**config.mk**
```make
export PLATFORM = sky130hd
export DESIGN_NAME = alu_op_issue
export DESIGN_NICKNAME = d
export VERILOG_FILES = /design/src/rtl/alu_pkg.sv /design/src/rtl/imm_gen.sv /design/src/rtl/alu_op_issue.sv
export SDC_FILE = /design/constraint.sdc
export NUM_CORES = 1
export LEC_CHECK = 0
export ABC_AREA = 1
export ABC_CLOCK_PERIOD_IN_PS = 1350
export BUFFER_PORTS_ARGS = -buffer_cell sky130_fd_sc_hd__buf_2
export CORE_MARGIN = 2
export CORE_UTILIZATION = 41
export DETAILED_ROUTE_END_ITERATION = 8
export PLACE_DENSITY_LB_ADDON = 0.2
export SLEW_MARGIN = 15
export SYNTH_ARGS = -nofsm -noshare
export SYNTH_HDL_FRONTEND = slang
export SYNTH_SLANG_ARGS = --single-unit
```
**constraint.sdc**
```tcl
create_clock -name clk -period 1.35 [get_ports clk]
set_input_delay 0.135 -clock clk [delete_from_list [all_inputs] [get_ports clk]]
set_output_delay 0.135 -clock clk [all_outputs]
set_load 0.02 [all_outputs]
```
**src/rtl/alu_pkg.sv**
```systemverilog
// Shared constants for the ID/EX issue stage: ALU control codes, RV32I
// opcodes, funct3 values, immediate format tags and the funct3->ALU map.
package alu_pkg;

  // ALU control codes driven onto the ALUControl bus
  localparam logic [3:0] ALU_ADD  = 4'b0000;
  localparam logic [3:0] ALU_SUB  = 4'b0001;
  localparam logic [3:0] ALU_SLL  = 4'b0010;
  localparam logic [3:0] ALU_SRA  = 4'b0011;
  localparam logic [3:0] ALU_XOR  = 4'b0100;
  localparam logic [3:0] ALU_SRL  = 4'b0101;
  localparam logic [3:0] ALU_SLT  = 4'b0110;
  localparam logic [3:0] ALU_SLTU = 4'b0111;
  localparam logic [3:0] ALU_OR   = 4'b1000;
  localparam logic [3:0] ALU_AND  = 4'b1001;

  // RV32I major opcodes
  localparam logic [6:0] OPC_OP     = 7'b0110011;
  localparam logic [6:0] OPC_OP_IMM = 7'b0010011;
  localparam logic [6:0] OPC_LOAD   = 7'b0000011;
  localparam logic [6:0] OPC_STORE  = 7'b0100011;
  localparam logic [6:0] OPC_LUI    = 7'b0110111;
  localparam logic [6:0] OPC_AUIPC  = 7'b0010111;
  localparam logic [6:0] OPC_JAL    = 7'b1101111;
  localparam logic [6:0] OPC_JALR   = 7'b1100111;
  localparam logic [6:0] OPC_BRANCH = 7'b1100011;

  // funct3 for OP / OP-IMM
  localparam logic [2:0] F3_ADD_SUB = 3'b000;
  localparam logic [2:0] F3_SLL     = 3'b001;
  localparam logic [2:0] F3_SLT     = 3'b010;
  localparam logic [2:0] F3_SLTU    = 3'b011;
  localparam logic [2:0] F3_XOR     = 3'b100;
  localparam logic [2:0] F3_SR      = 3'b101;
  localparam logic [2:0] F3_OR      = 3'b110;
  localparam logic [2:0] F3_AND     = 3'b111;

  // funct3 for BRANCH
  localparam logic [2:0] F3_BEQ  = 3'b000;
  localparam logic [2:0] F3_BNE  = 3'b001;
  localparam logic [2:0] F3_BLT  = 3'b100;
  localparam logic [2:0] F3_BGE  = 3'b101;
  localparam logic [2:0] F3_BLTU = 3'b110;
  localparam logic [2:0] F3_BGEU = 3'b111;

  // funct7 values that are legal on OP / shift-immediate
  localparam logic [6:0] F7_BASE = 7'b0000000;
  localparam logic [6:0] F7_ALT  = 7'b0100000;

  // Immediate encodings selected by opcode
  typedef enum logic [2:0] {
    IMM_NONE,
    IMM_I,
    IMM_S,
    IMM_B,
    IMM_U,
    IMM_J
  } imm_fmt_e;

  // Register/immediate arithmetic: funct3 picks the op, alt picks sub/sra
  function automatic logic [3:0] alu_code(input logic [2:0] f3, input logic alt);
    logic [3:0] code;
    case (f3)
      F3_ADD_SUB: code = alt ? ALU_SUB : ALU_ADD;
      F3_SLL:     code = ALU_SLL;
      F3_SLT:     code = ALU_SLT;
      F3_SLTU:    code = ALU_SLTU;
      F3_XOR:     code = ALU_XOR;
      F3_SR:      code = alt ? ALU_SRA : ALU_SRL;
      F3_OR:      code = ALU_OR;
      F3_AND:     code = ALU_AND;
      default:    code = ALU_ADD;
    endcase
    return code;
  endfunction

  // Branch compare: equality via sub (Zero), ordering via slt/sltu
  function automatic logic [3:0] branch_code(input logic [2:0] f3);
    logic [3:0] code;
    case (f3)
      F3_BEQ, F3_BNE:   code = ALU_SUB;
      F3_BLT, F3_BGE:   code = ALU_SLT;
      F3_BLTU, F3_BGEU: code = ALU_SLTU;
      default:          code = ALU_SUB;
    endcase
    return code;
  endfunction

endpackage

```
**src/rtl/imm_gen.sv**
```systemverilog
// Combinational RV32I immediate extraction; the format is chosen from the
// opcode so the caller gets the one immediate that instruction carries.
module imm_gen
  import alu_pkg::*;
(
  input  logic [31:0] instr,
  output logic [31:0] imm
);

  imm_fmt_e fmt;
  logic [31:0] imm_i, imm_s, imm_b, imm_u, imm_j;

  assign imm_i = {{20{instr[31]}}, instr[31:20]};
  assign imm_s = {{20{instr[31]}}, instr[31:25], instr[11:7]};
  assign imm_b = {{19{instr[31]}}, instr[31], instr[7], instr[30:25], instr[11:8], 1'b0};
  assign imm_u = {instr[31:12], 12'b0};
  assign imm_j = {{11{instr[31]}}, instr[31], instr[19:12], instr[20], instr[30:21], 1'b0};

  // Classify the opcode into an immediate format
  always_comb begin
    case (instr[6:0])
      OPC_OP_IMM, OPC_LOAD, OPC_JALR: fmt = IMM_I;
      OPC_STORE:                      fmt = IMM_S;
      OPC_BRANCH:                     fmt = IMM_B;
      OPC_LUI, OPC_AUIPC:             fmt = IMM_U;
      OPC_JAL:                        fmt = IMM_J;
      default:                        fmt = IMM_NONE;
    endcase
  end

  // Pick the immediate for that format
  always_comb begin
    case (fmt)
      IMM_I:   imm = imm_i;
      IMM_S:   imm = imm_s;
      IMM_B:   imm = imm_b;
      IMM_U:   imm = imm_u;
      IMM_J:   imm = imm_j;
      default: imm = 32'b0;
    endcase
  end

endmodule

```
**src/rtl/alu_op_issue.sv**
```systemverilog
// ID-to-EX issue stage: decodes one RV32I instruction into ALU control,
// selects operands A/B and holds them in a one-entry ID/EX buffer with
// valid/ready handshake, stall and flush.
// Optional build macro ILLEGAL_TRAP_EN adds out_illegal and suppresses
// writeback of illegal encodings.
module alu_op_issue
  import alu_pkg::*;
#(
  parameter int XLEN  = 32,
  parameter int RF_AW = 5
) (
  input  logic             clk,
  input  logic             rst,
  input  logic             in_valid,
  output logic             in_ready,
  input  logic [31:0]      in_instr,
  input  logic [XLEN-1:0]  in_pc,
  input  logic [XLEN-1:0]  rs1_data,
  input  logic [XLEN-1:0]  rs2_data,
  input  logic             flush,
  output logic             out_valid,
  input  logic             out_ready,
  output logic [XLEN-1:0]  out_a,
  output logic [XLEN-1:0]  out_b,
  output logic [3:0]       out_alu_control,
  output logic [RF_AW-1:0] out_rd,
  output logic             out_reg_write,
  output logic             out_is_branch,
`ifdef ILLEGAL_TRAP_EN
  output logic             out_illegal,
`endif
  output logic [2:0]       out_funct3
);

  logic [6:0]       opcode;
  logic [2:0]       funct3;
  logic [6:0]       funct7;
  logic [RF_AW-1:0] rd_field;
  logic [31:0]      imm;

  logic [XLEN-1:0]  a_next, b_next;
  logic [3:0]       alu_next;
  logic             reg_write_dec;
  logic             reg_write_next;
  logic             is_branch_next;

  logic             valid_reg;
  logic [XLEN-1:0]  a_reg, b_reg;
  logic [3:0]       alu_reg;
  logic [RF_AW-1:0] rd_reg;
  logic             reg_write_reg;
  logic             is_branch_reg;
  logic [2:0]       funct3_reg;
  logic             accept;

  assign opcode   = in_instr[6:0];
  assign funct3   = in_instr[14:12];
  assign funct7   = in_instr[31:25];
  assign rd_field = in_instr[7 +: RF_AW];

  imm_gen u_imm_gen (
    .instr (in_instr),
    .imm   (imm)
  );

  // Decode opcode/funct fields into ALU code, operands and writeback enable
  always_comb begin
    alu_next       = ALU_ADD;
    a_next         = '0;
    b_next         = '0;
    reg_write_dec  = 1'b0;
    is_branch_next = 1'b0;
    case (opcode)
      OPC_OP: begin
        alu_next      = alu_code(funct3, in_instr[30]);
        a_next        = rs1_data;
        b_next        = rs2_data;
        reg_write_dec = 1'b1;
      end
      OPC_OP_IMM: begin
        // only srai uses funct7[5]; shifts take the raw 5-bit shamt
        alu_next      = alu_code(funct3, (funct3 == F3_SR) && in_instr[30]);
        a_next        = rs1_data;
        b_next        = (funct3 == F3_SLL || funct3 == F3_SR) ? XLEN'(in_instr[24:20]) : imm;
        reg_write_dec = 1'b1;
      end
      OPC_LOAD: begin
        a_next        = rs1_data;
        b_next        = imm;
        reg_write_dec = 1'b1;
      end
      OPC_STORE: begin
        a_next = rs1_data;
        b_next = imm;
      end
      OPC_LUI: begin
        b_next        = imm;
        reg_write_dec = 1'b1;
      end
      OPC_AUIPC: begin
        a_next        = in_pc;
        b_next        = imm;
        reg_write_dec = 1'b1;
      end
      OPC_JAL, OPC_JALR: begin
        // the ALU produces the link value pc+4
        a_next        = in_pc;
        b_next        = XLEN'(4);
        reg_write_dec = 1'b1;
      end
      OPC_BRANCH: begin
        alu_next       = branch_code(funct3);
        a_next         = rs1_data;
        b_next         = rs2_data;
        is_branch_next = 1'b1;
      end
      default: begin
        // unknown opcode: bubble (add, no writeback)
      end
    endcase
    if (rd_field == '0) begin
      reg_write_dec = 1'b0;
    end
  end

`ifdef ILLEGAL_TRAP_EN
  logic illegal_next;
  logic illegal_reg;

  // Flag unknown opcodes and funct7 values outside the defined encodings
  always_comb begin
    illegal_next = 1'b0;
    case (opcode)
      OPC_OP: begin
        illegal_next = !((funct7 == F7_BASE) ||
                         (funct7 == F7_ALT && (funct3 == F3_ADD_SUB || funct3 == F3_SR)));
      end
      OPC_OP_IMM: begin
        if (funct3 == F3_SLL) begin
          illegal_next = (funct7 != F7_BASE);
        end else if (funct3 == F3_SR) begin
          illegal_next = (funct7 != F7_BASE) && (funct7 != F7_ALT);
        end
      end
      OPC_LOAD, OPC_STORE, OPC_LUI, OPC_AUIPC,
      OPC_JAL, OPC_JALR, OPC_BRANCH: illegal_next = 1'b0;
      default: illegal_next = 1'b1;
    endcase
  end

  assign reg_write_next = reg_write_dec && !illegal_next;
  assign out_illegal    = illegal_reg;
`else
  assign reg_write_next = reg_write_dec;
`endif

  // Room for a new op when the slot is empty, being drained, or being flushed
  assign in_ready = flush || !valid_reg || out_ready;
  assign accept   = in_valid && in_ready;

  // ID/EX buffer: reset > flush > accept > drain
  always_ff @(posedge clk) begin
    if (rst) begin
      valid_reg     <= 1'b0;
      a_reg         <= '0;
      b_reg         <= '0;
      alu_reg       <= ALU_ADD;
      rd_reg        <= '0;
      reg_write_reg <= 1'b0;
      is_branch_reg <= 1'b0;
      funct3_reg    <= '0;
`ifdef ILLEGAL_TRAP_EN
      illegal_reg   <= 1'b0;
`endif
    end else if (flush) begin
      valid_reg <= 1'b0;
    end else if (accept) begin
      valid_reg     <= 1'b1;
      a_reg         <= a_next;
      b_reg         <= b_next;
      alu_reg       <= alu_next;
      rd_reg        <= rd_field;
      reg_write_reg <= reg_write_next;
      is_branch_reg <= is_branch_next;
      funct3_reg    <= funct3;
`ifdef ILLEGAL_TRAP_EN
      illegal_reg   <= illegal_next;
`endif
    end else if (out_ready) begin
      valid_reg <= 1'b0;
    end
  end

  assign out_valid       = valid_reg;
  assign out_a           = a_reg;
  assign out_b           = b_reg;
  assign out_alu_control = alu_reg;
  assign out_rd          = rd_reg;
  assign out_reg_write   = reg_write_reg;
  assign out_is_branch   = is_branch_reg;
  assign out_funct3      = funct3_reg;

endmodule
```
# --- Word-level counts from Yosys, hierarchy flattened ---
# Index checks and enable logic that the tools add are counted.
op_classes:
  n_bitwise: 1
  reduce_logical: 21
  eq_ne: 21
  muxes: 18
op_table:
  columns: ["op", "n"]
  rows:
  - ["$pmux W32 S5", 1]
  - ["$pmux W32 S4", 1]
  - ["$pmux W32 S2", 1]
  - ["$pmux W4 S8", 2]
  - ["$mux W32", 1]
  - ["$eq A7 B6 Y1 const B", 3]
  - ["$eq A7 B7 Y1 const B", 3]
  - ["$eq A3 B3 Y1 const B", 6]
  - ["$pmux W3 S5", 1]
  - ["$eq A7 B5 Y1 const B", 2]
  - ["$eq A3 B2 Y1 const B", 4]
  - ["$pmux W4 S3", 1]
  - ["$reduce_or A2 Y1", 6]
  - ["$eq A7 B2 Y1 const B", 1]
  - ["$mux W1", 7]
  - ["$reduce_or A7 Y1", 1]
  - ["$eq A3 B1 Y1 const B", 2]
  - ["$mux W3", 2]
  - ["$pmux W3 S2", 1]
  - ["$reduce_or A3 Y1", 2]
  - ["$logic_not A5 Y1", 1]
  - ["$reduce_or A5 Y1", 1]
  - ["$reduce_or A4 Y1", 1]
  - ["$logic_not A3 Y1", 1]
  - ["6 further kinds", 9]
totals:
  elab_cells: 69
  reg_bits: 79
  output_inout_bits: 80
  input_bits: 133

# --- Logic depth before layout (Yosys ltp) ---
# Gate-level depths: netlist (run 1).
depth:
  word_depth: 7
  depth_mapped: 13
  mapped_depth_nobuf: 12

# --- Hierarchy ---
# Synthesis (run 1) repeated with hierarchy kept, for this count alone.
unflattened:
  hier_cells: 762
  area_unflattened_um2: 4728.3
modules_own_cells:
  columns: ["mod", "cells_each", "seq_area_each_um2", "instances", "area_each_um2"]
  rows:
  - ["alu_op_issue", 600, 1581.5, 1, 3988.8]
  - ["imm_gen", 162, 0.0, 1, 739.5]

# --- Least setup slack after synthesis (run 1) ---
# OpenSTA, ideal clock, no wires.
synth_timing:
  path_kind: "register -> register"
  startpoint: "register valid_reg (netlist: out_valid)"
  endpoint: "register a_reg[10] (netlist: out_a[10])"
  setup_ns: 0.134
  setup_slack_ns: -0.070
  required_ns: 1.216
  path_buffers: 2
  path_stages_with_launch: 8
  arrival_ns: 1.286
  cell_sequence: "dfxtp_1 > nand2_1 > nand2_1 > inv_1 > buf_2 > clkbuf_1 > o21ai_0 > a31oi_1"
synth_between:
  elab_chain_cells: 5
synth_lines:
  columns: ["item", "line_no", "source"]
  rows:
  - ["start, declared", "alu_op_issue.sv:47", "logic valid_reg;"]
  - ["start signal, assigned", "alu_op_issue.sv:164", "valid_reg <= 1'b0;"]
  - ["start signal, assigned", "alu_op_issue.sv:176", "valid_reg <= 1'b0;"]
  - ["start signal, assigned", "alu_op_issue.sv:178", "valid_reg <= 1'b1;"]
  - ["$logic_not A1 Y1", "alu_op_issue.sv:158", "assign in_ready = flush || !valid_reg || out_ready;"]
  - ["$logic_or A1 B1 Y1 (2 in series)", "alu_op_issue.sv:158", null]
  - ["$logic_and A1 B1 Y1", "alu_op_issue.sv:159", "assign accept = in_valid && in_ready;"]
  - ["$reduce_and A2 Y1 (no line)", null, null]
  - ["end signal, assigned", "alu_op_issue.sv:179", "a_reg <= a_next;"]
  - ["end, declared", "alu_op_issue.sv:48", "logic [XLEN-1:0] a_reg, b_reg;"]
# Every way passes these cells.
# A chain may end at the register's enable or synchronous reset.

# --- Final worst setup path (run 1) ---
layout_timing:
  startpoint: "register valid_reg (netlist: out_valid)"
  endpoint: "output in_ready"
layout_between:
  elab_chain_cells: 3
layout_lines:
  columns: ["item", "line_no", "source"]
  rows:
  - ["$logic_not A1 Y1", "alu_op_issue.sv:158", null]
  - ["$logic_or A1 B1 Y1 (2 in series)", "alu_op_issue.sv:158", null]
  - ["end, declared", "alu_op_issue.sv:15", "output logic in_ready,"]
# Every way passes these cells.

==> impl_results.md, run 1 <==
- Status: completed
- Clk root buf: clkbuf_8
- H-tree levels: 3
- GPL Wtd Cong: 0.951
- Via count: 4955
- Clock-pin slew on the worst setup and hold paths: 0.08 ns
- Least-Margin Pin Slew: 0.416 ns
- R2R Setup Slk: 0.13 ns
- Slew margin rel.: 72.3%
- FP Rows: 36
- Pre-CTS setup slack: -0.222 ns
- Vias per inst: 5.00
- Synth cell count leaders: 286 x nand2_1, 79 x dfxtp_1, 49 x o21ai_0
- Kind of critical path: register to output port
- Pwr dens: 909 nW/um2
- Distinct cells, synth: 26
- Post-Syn Area: 4000 um2
- Worst skew pair latency: 0.35 ns
- Post-route DRC: 0
- Vias in the first global route: 4336
- DRT iter0 DRCs: 165
- Final Hold Fails: 0
- Die Ht: 103 um
- Met3 Usage GRT: 7.05%
- Initial DRT Pass Iterations: 5
- Clk buf depth: 2
- First-pass GRT wire length: 20200 um
- Initial antenna violation count: 0
- GR met2 Demand/Resource: 41.0%
- Grt ovf: 0
- Layout fillers: 992
- Peak supply drop: 0.000443 V
- Crit Path Max Fanout: 3
- Placed Area: 5450 um2
- Slowest CP cell: dfxtp_2
- Synthesis warning total: 0
- Seq/Total Area, Yosys: 39.5%
- Synth Net Count: 765
- Num CTS Buffers: 9
- Antenna-violating nets left: 0
- Leak: 2.86 nW
- Final nets: 987
- Clock Skews: 0.00892 ns
- Die width: 103 um
- Final worst slack: 0.0894 ns
- Hold Crit Class: primary input to register
- Die ar.: 10600 um2
- Final instance area: 5730 um2
- Post-Route WL: 13500 um
- M1 GR Usage: 30.1%
- CP delay by family, top: flip-flops
- Layout cells sized above 1: 33.4%
- Async SR Flop Fraction: 0%
- Worst EP arrival: 1.13 ns
- Slew Viols, Final: 0
- Crit-path cells: nand2_2 -> or2_4 -> buf_6
- PortBufs: 212
- CP max stage delay: 0.34 ns
- Clock sink total: 79
- Most instantiated library cell after synthesis: nand2_1
- I/O pin cnt: 213
- Post-CTS Setup Bufs: 0
- ANT cells: 0
- Gr usage total: 24.3%
- Pin count of the biggest net entering global routing: 60
- Final setup viols: 0
- Yosys top cell area share: 39.5%
- Layout area overhead: 43.1%
- Post-synth EDFFs: 0
- #FFs+latches synth: 79
- Max Fclk: 793 MHz
- CTS tree: built
- Buf+Inv Stages, Crit Path: 1
- WP data required: 1.22 ns
- Core footprint: 9640 um2
- Leading area contributor after synthesis: dfxtp_1
- Ranking of synthesized cells by area: dfxtp_1 40%, nand2_1 27%, o21ai_0 6.1%
- Wire length per cell: 13.7 um
- Max-Cap Viols: 0
- Capturing element type of the critical path: output port
- Startpoint class of the critical path: register
- Post-Syn Instances: 632
- Setup repair after global routing missed its margin: yes
- HPWL Detailed: 10100 um
- Minimum clock period: 1.26 ns
- Final period utilization: 93.4%
- Busiest grt layer: met2
- Syn Area/Cell: 6.34 um2
- Initial core utilization: 41.5%
- Ys flop type: dfxtp_1
path summary, 6_finish.rpt:
kind,start,end,cells after the start
worst max-delay path,out_valid$_SDFFE_PP0P_,in_ready,3
worst min-delay path,in_pc[11],out_a[11]$_SDFFE_PP0P_,3
worst max register to register,out_valid$_SDFFE_PP0P_,out_a[8]$_SDFFE_PP0P_,6
worst min register to register,out_b[6]$_SDFFE_PP0P_,out_b[6]$_SDFFE_PP0P_,2
final cells by class:
| type | count | area [um2] | share of cell area [%] |
|---|---|---|---|
| inverters | 19 | 77.6 | 1.35 |
| well taps | 133 | 166 | 2.90 |
| repair buffers | 249 | 1490 | 26.0 |
| clock inverters | 4 | 70.1 | 1.22 |
| clock buffers | 11 | 141 | 2.47 |
| multi-input cells | 496 | 2200 | 38.4 |
| flip-flops and latches | 79 | 1580 | 27.6 |
registers in the layout (all words and copies together), names as in the netlist:
signal	cells
out_a	32
out_funct3	3
out_rd	5
out_alu_control	4
out_reg_write	1
out_is_branch	1
out_valid	1
out_b	32
routing by layer:
layer | vias up | part of all wire [%]
met5 | - | 0
met3 | 22 | 7.4
met2 | 207 | 48
met1 | 2216 | 42
li1 | 2510 | -
met4 | 0 | 2.1
kinds of logic (layout without fill, tap and decap cells):
kind of cell / Yosys count / in the layout / share of synthesized area, %
AO/OA/AOI/OAI: 129 / 129 / 17.8
buffers and inverters: 57 / 283 / 5.97
flip-flops: 79 / 79 / 39.5
AND/OR/NAND/NOR: 367 / 367 / 36.7
metrics by stage:
| stage | TNS, ns | hold slack, ns | power (mW) | cells | utilization (%) |
|---|---|---|---|---|---|
| final | 0 | 0.0273 | 5.21 | 991 | 59.4 |
| after global routing | -0.0185 | 0.00661 | 5.44 | 991 | 59.4 |
| after CTS | 0 | 0.00938 | 5.23 | 990 | 58.9 |
| after detailed placement | -7.62 | 0.325 | 3.30 | 974 | 56.5 |
| after global placement | -5.59 | 0.317 | 3.29 | 974 | 56.5 |
| after floorplan | 0 | 0.206 | 2.87 | 632 | - |
power by group:
group          internal [mW]  switching (mW)
logic                  0.343           0.485
registers               2.41          0.0382
clock network           1.08           0.858
repair_timing:
item                                   in CTS  in global routing
hold buffers                                1                  0
cloned                                      0                  1
resized for setup                           2                  9
endpoints found under the hold margin       1                  0
setup endpoints to repair                   1                 16
worst reg2reg max path: stages (launching register included):
cell,delay (ns)
dfxtp_2,0.33
nand2_2,0.09
nand2_2,0.11
inv_6,0.12
buf_16,0.22
o21ai_0,0.12
a31oi_1,0.16
cell usage in the layout (no fill, tap or decap), drive strengths merged, types with 2 or more instances in the layout:
cell    instances
nor3            3
nand2         291
nor2           35
clkinv          3
nand3          36
a211oi          2
inv            18
a31oi          33
dfxtp          79
bufinv          2
o21ai          49
buf           247
a21oi          42
clkbuf         12
(Power assumes the default switching activity.)
==> inputs of run 2 (changes only) <==
Settings changed: ABC_AREA 1 to 0, CORE_MARGIN 2 to unset, CORE_UTILIZATION 41 to 40.
==> impl_results.md, run 2 <==
- Highest-count cells in the layout ignoring fill and taps: 211 x buf_2, 78 x dfxtp_1, 54 x buf_4
- Layout fillers: 771 (-22%)
- Clock-pin slew on the worst setup and hold paths: 0.08 ns (about the same)
- FP Rows: 34 (-5.6%)
- Core footprint: 8850 um2 (-8.2%)
- Synth cell count leaders: 79 x dfxtp_1, 49 x o21ai_0, 47 x nor2_1
- Most used cell along the critical path: buf_6
- Post-synthesis xor/xnor area fraction: 0.235% (+0.24 points)
- Synthesis warning total: 0 (unchanged)
- Main combinational cell family by area after synthesis: compound AO/OA/AOI/OAI gates
- Post-synth EDFFs: 0 (unchanged)
- Post-Route WL: 13000 um (-3.8%)
- Clk buf depth: 2 (unchanged)
- Post-Syn Area: 3720 um2 (-7.0%)
- Most instantiated library cell after synthesis: dfxtp_1
- Clock Skews: 0.0133 ns (+0.00437 ns)
- Compound-cell area share of the yosys netlist: 35.1% (+17 points)
- Post-Syn Instances: 452 (-28%)
- Worst EP arrival: 1.23 ns (+0.10 ns)
- Peak supply drop: 0.000514 V (+16%)
- Die Ht: 98.5 um (-4.2%)
- Kind of critical path: register to output port
- Pwr dens: 887 nW/um2 (-2.5%)
- Commonest non-fill, non-tap cell in the layout: buf_2
- Final Hold Fails: 0 (unchanged)
- Status: finished, violations left
- Distinct cells, synth: 50 (+92%)
- Die ar.: 9700 um2 (-8.3%)
- H-tree levels: 3 (unchanged)
- Non-Filler Instances: 811 (-18%)
- Pin count of the biggest net entering global routing: 33 (-45%)
- Setup repair after global routing missed its margin: yes
- Layout area overhead: 58.0%
- First-pass GRT wire length: 20800 um (+3.0%)
- WHS Path Cells: 3 (unchanged)
- Placed cells: 792 (-19%)
- Die width: 98.5 um (-4.2%)
- Via count: 4509 (-9.0%)
- Yosys top cell area share: 42.5% (+3.0 points)
- Multi-input gate area in the final layout: 2250 um2 (+2.2%)
- Final setup viols: 1 (+1)
- Crit-path cells: nand2b_4 -> buf_6 -> or2_4 -> buf_6
- Final period utilization: 101% (+8.0 points)
- WP data required: 1.22 ns (about the same)
- Final nets: 833 (-16%)
- Leading area contributor after synthesis: dfxtp_1
- Failing checks: design-rule violations, negative setup slack
- DRT iter0 DRCs: 205 (+24%)
- Least-Margin Pin Slew: 0.418 ns (+0.00244 ns)
- Ys flop type: dfxtp_1
- ANT cells: 0 (unchanged)
- Minimum clock period: 1.37 ns (+0.108 ns)
- Crit Path Max Fanout: 5 (+2)
- HPWL Detailed: 9830 um (-2.5%)
- FF/Latch Area: 1580 um2 (unchanged)
- Async SR Flop Fraction: 0% (unchanged)
- Antenna-violating nets left: 0 (unchanged)
- Wire length per cell: 16.1 um (+18%)
- Syn Area/Cell: 8.24 um2 (+30%)
- Capturing element type of the critical path: output port
- Max Fclk: 731 MHz (-7.9%)
- Simple-gate area share of the yosys netlist: 15.0% (-22 points)
- #FFs+latches synth: 79 (unchanged)
- Final worst slack: -0.0185 ns (-0.108 ns)
- Post-route DRC: 14 (+14)
- Seq/Total Area, Yosys: 42.5% (+3.0 points)
- Pre-CTS setup slack: -0.335 ns (-0.113 ns)
- Setup TNS: -0.0185 ns (-0.0185 ns)
- Area share of fa/ha/maj cells after synthesis: 0% (unchanged)
- I/O pin cnt: 213 (unchanged)
- CTS tree: built
- Slew margin rel.: 71.4% (-0.88 points)
- Clk root buf: clkbuf_8
- Initial antenna violation count: 0 (unchanged)
- Ranking of synthesized cells by area: dfxtp_1 42%, a221oi_1 7.8%, o21ai_0 6.6%
- Hold Crit Class: primary input to register
- Leak: 2.82 nW (-1.4%)
- Vias per inst: 5.56 (+11%)
- R2R depth: 7 (+1)
- Slew Viols, Final: 0 (unchanged)
- Initial DRT Pass Iterations: 7 (+2)
- Initial core utilization: 42.1% (+0.54 points)
- Vias in the first global route: 4460 (+2.9%)
- Slowest CP cell: dfxtp_2
- CP max stage delay: 0.35 ns (about the same)
- Worst skew pair latency: 0.35 ns (about the same)
- Startpoint class of the critical path: register
- Grt ovf: 0 (unchanged)
- Clock sink total: 79 (unchanged)
- GPL Wtd Cong: 0.965 (+1.4%)
- Post-synthesis mux area share: 0.571% (+0.57 points)
- Gr usage total: 26.4% (+2.0 points)
- Max-Cap Viols: 0 (unchanged)
- Layout cells sized above 1: 49.5% (+16 points)
- PortBufs: 212 (unchanged)
- Synth Net Count: 585 (-24%)
- Num CTS Buffers: 9 (unchanged)
## run 2: cell count changes in the layout (fill, tap and decap cells not counted), sizes merged, moves of 18 or more
| cell | change |
|---|---|
| nand3 | -27 |
| nand2 | -259 |
| o21ai | +18 |
| buf | +28 |
| a221oi | +32 |
| a31oi | -32 |
| a22oi | +28 |
## run 2: repair_timing
item | 4_1_cts | 5_1_grt
resized for setup | 8 | 11
buffers inserted | 0 | 1
cloned | 0 | 1
hold buffers | 3 | 0
pin swaps | 0 | 1
setup endpoints to repair | 31 | 36
endpoints found under the hold margin | 3 | 0
## run 2: power breakdown
| part | switching, mW | internal, mW | leakage, nW | total (mW) |
|---|---|---|---|---|
| sequential | 0.0310 | 2.40 | 0.643 | 2.43 |
| combinational | 0.531 | 0.415 | 2.07 | 0.947 |
| clock | 0.825 | 1.01 | 0.105 | 1.84 |
| total | 1.39 | 3.83 | 2.82 | 5.22 |
## run 2: metal layers
layer | share of wire (%) | track usage (%) | vias up
li1 | - | - | 2173
met1 | 40 | 31.3 | 2086
met2 | 49 | 45.3 | 208
met3 | 7.8 | 7.38 | 42
met4 | 3.2 | 10.1 | 0
met5 | 0 | 0 | -
## run 2: worst max-delay path: cells and delay by family (launching register included)
family	cells	cell delay, ns
buffers and inverters	2	0.26
and+or+nand+nor	2	0.28
DFF	1	0.35
## run 2: final timing paths
kind                          start                     end  slack, ns
max          out_valid$_SDFFE_PP0P_                in_ready      -0.02
max reg2reg  out_valid$_SDFFE_PP0P_   out_b[8]$_SDFFE_PP0P_       0.03
min                    rs2_data[23]  out_b[23]$_SDFFE_PP0P_       0.01
min reg2reg   out_b[1]$_SDFFE_PP0P_   out_b[1]$_SDFFE_PP0P_       0.45
## run 2: area by class of cell
class | instances | share of cell area (%)
Clock buffer | 9 | 2.11
Clock inverter | 5 | 1.28
Inverter | 12 | 0.766
Multi-Input combinational cell | 319 | 38.2
Sequential cell | 79 | 26.9
Tap cell | 108 | 2.30
Timing Repair Buffer | 279 | 28.4
## run 2: per-stage QoR
step	util (%)	power (mW)	area (um2)	hold slack, ns
after floorplan	-	2.93	4040	0.200
after global placement	62.5	3.38	5530	0.347
after detailed placement	62.5	3.40	5530	0.342
after CTS	65.5	5.23	5800	0.00918
after global routing	66.5	5.46	5880	0.00466
final	66.5	5.22	5880	0.0123
## run 2: logic make-up after synthesis
family,Yosys count
xor gates and xnor gates,1
DFF,79
buffers and inverters,54
AOI/OAI and AO/OA,198
muxes,2
and+or+nand+nor,118
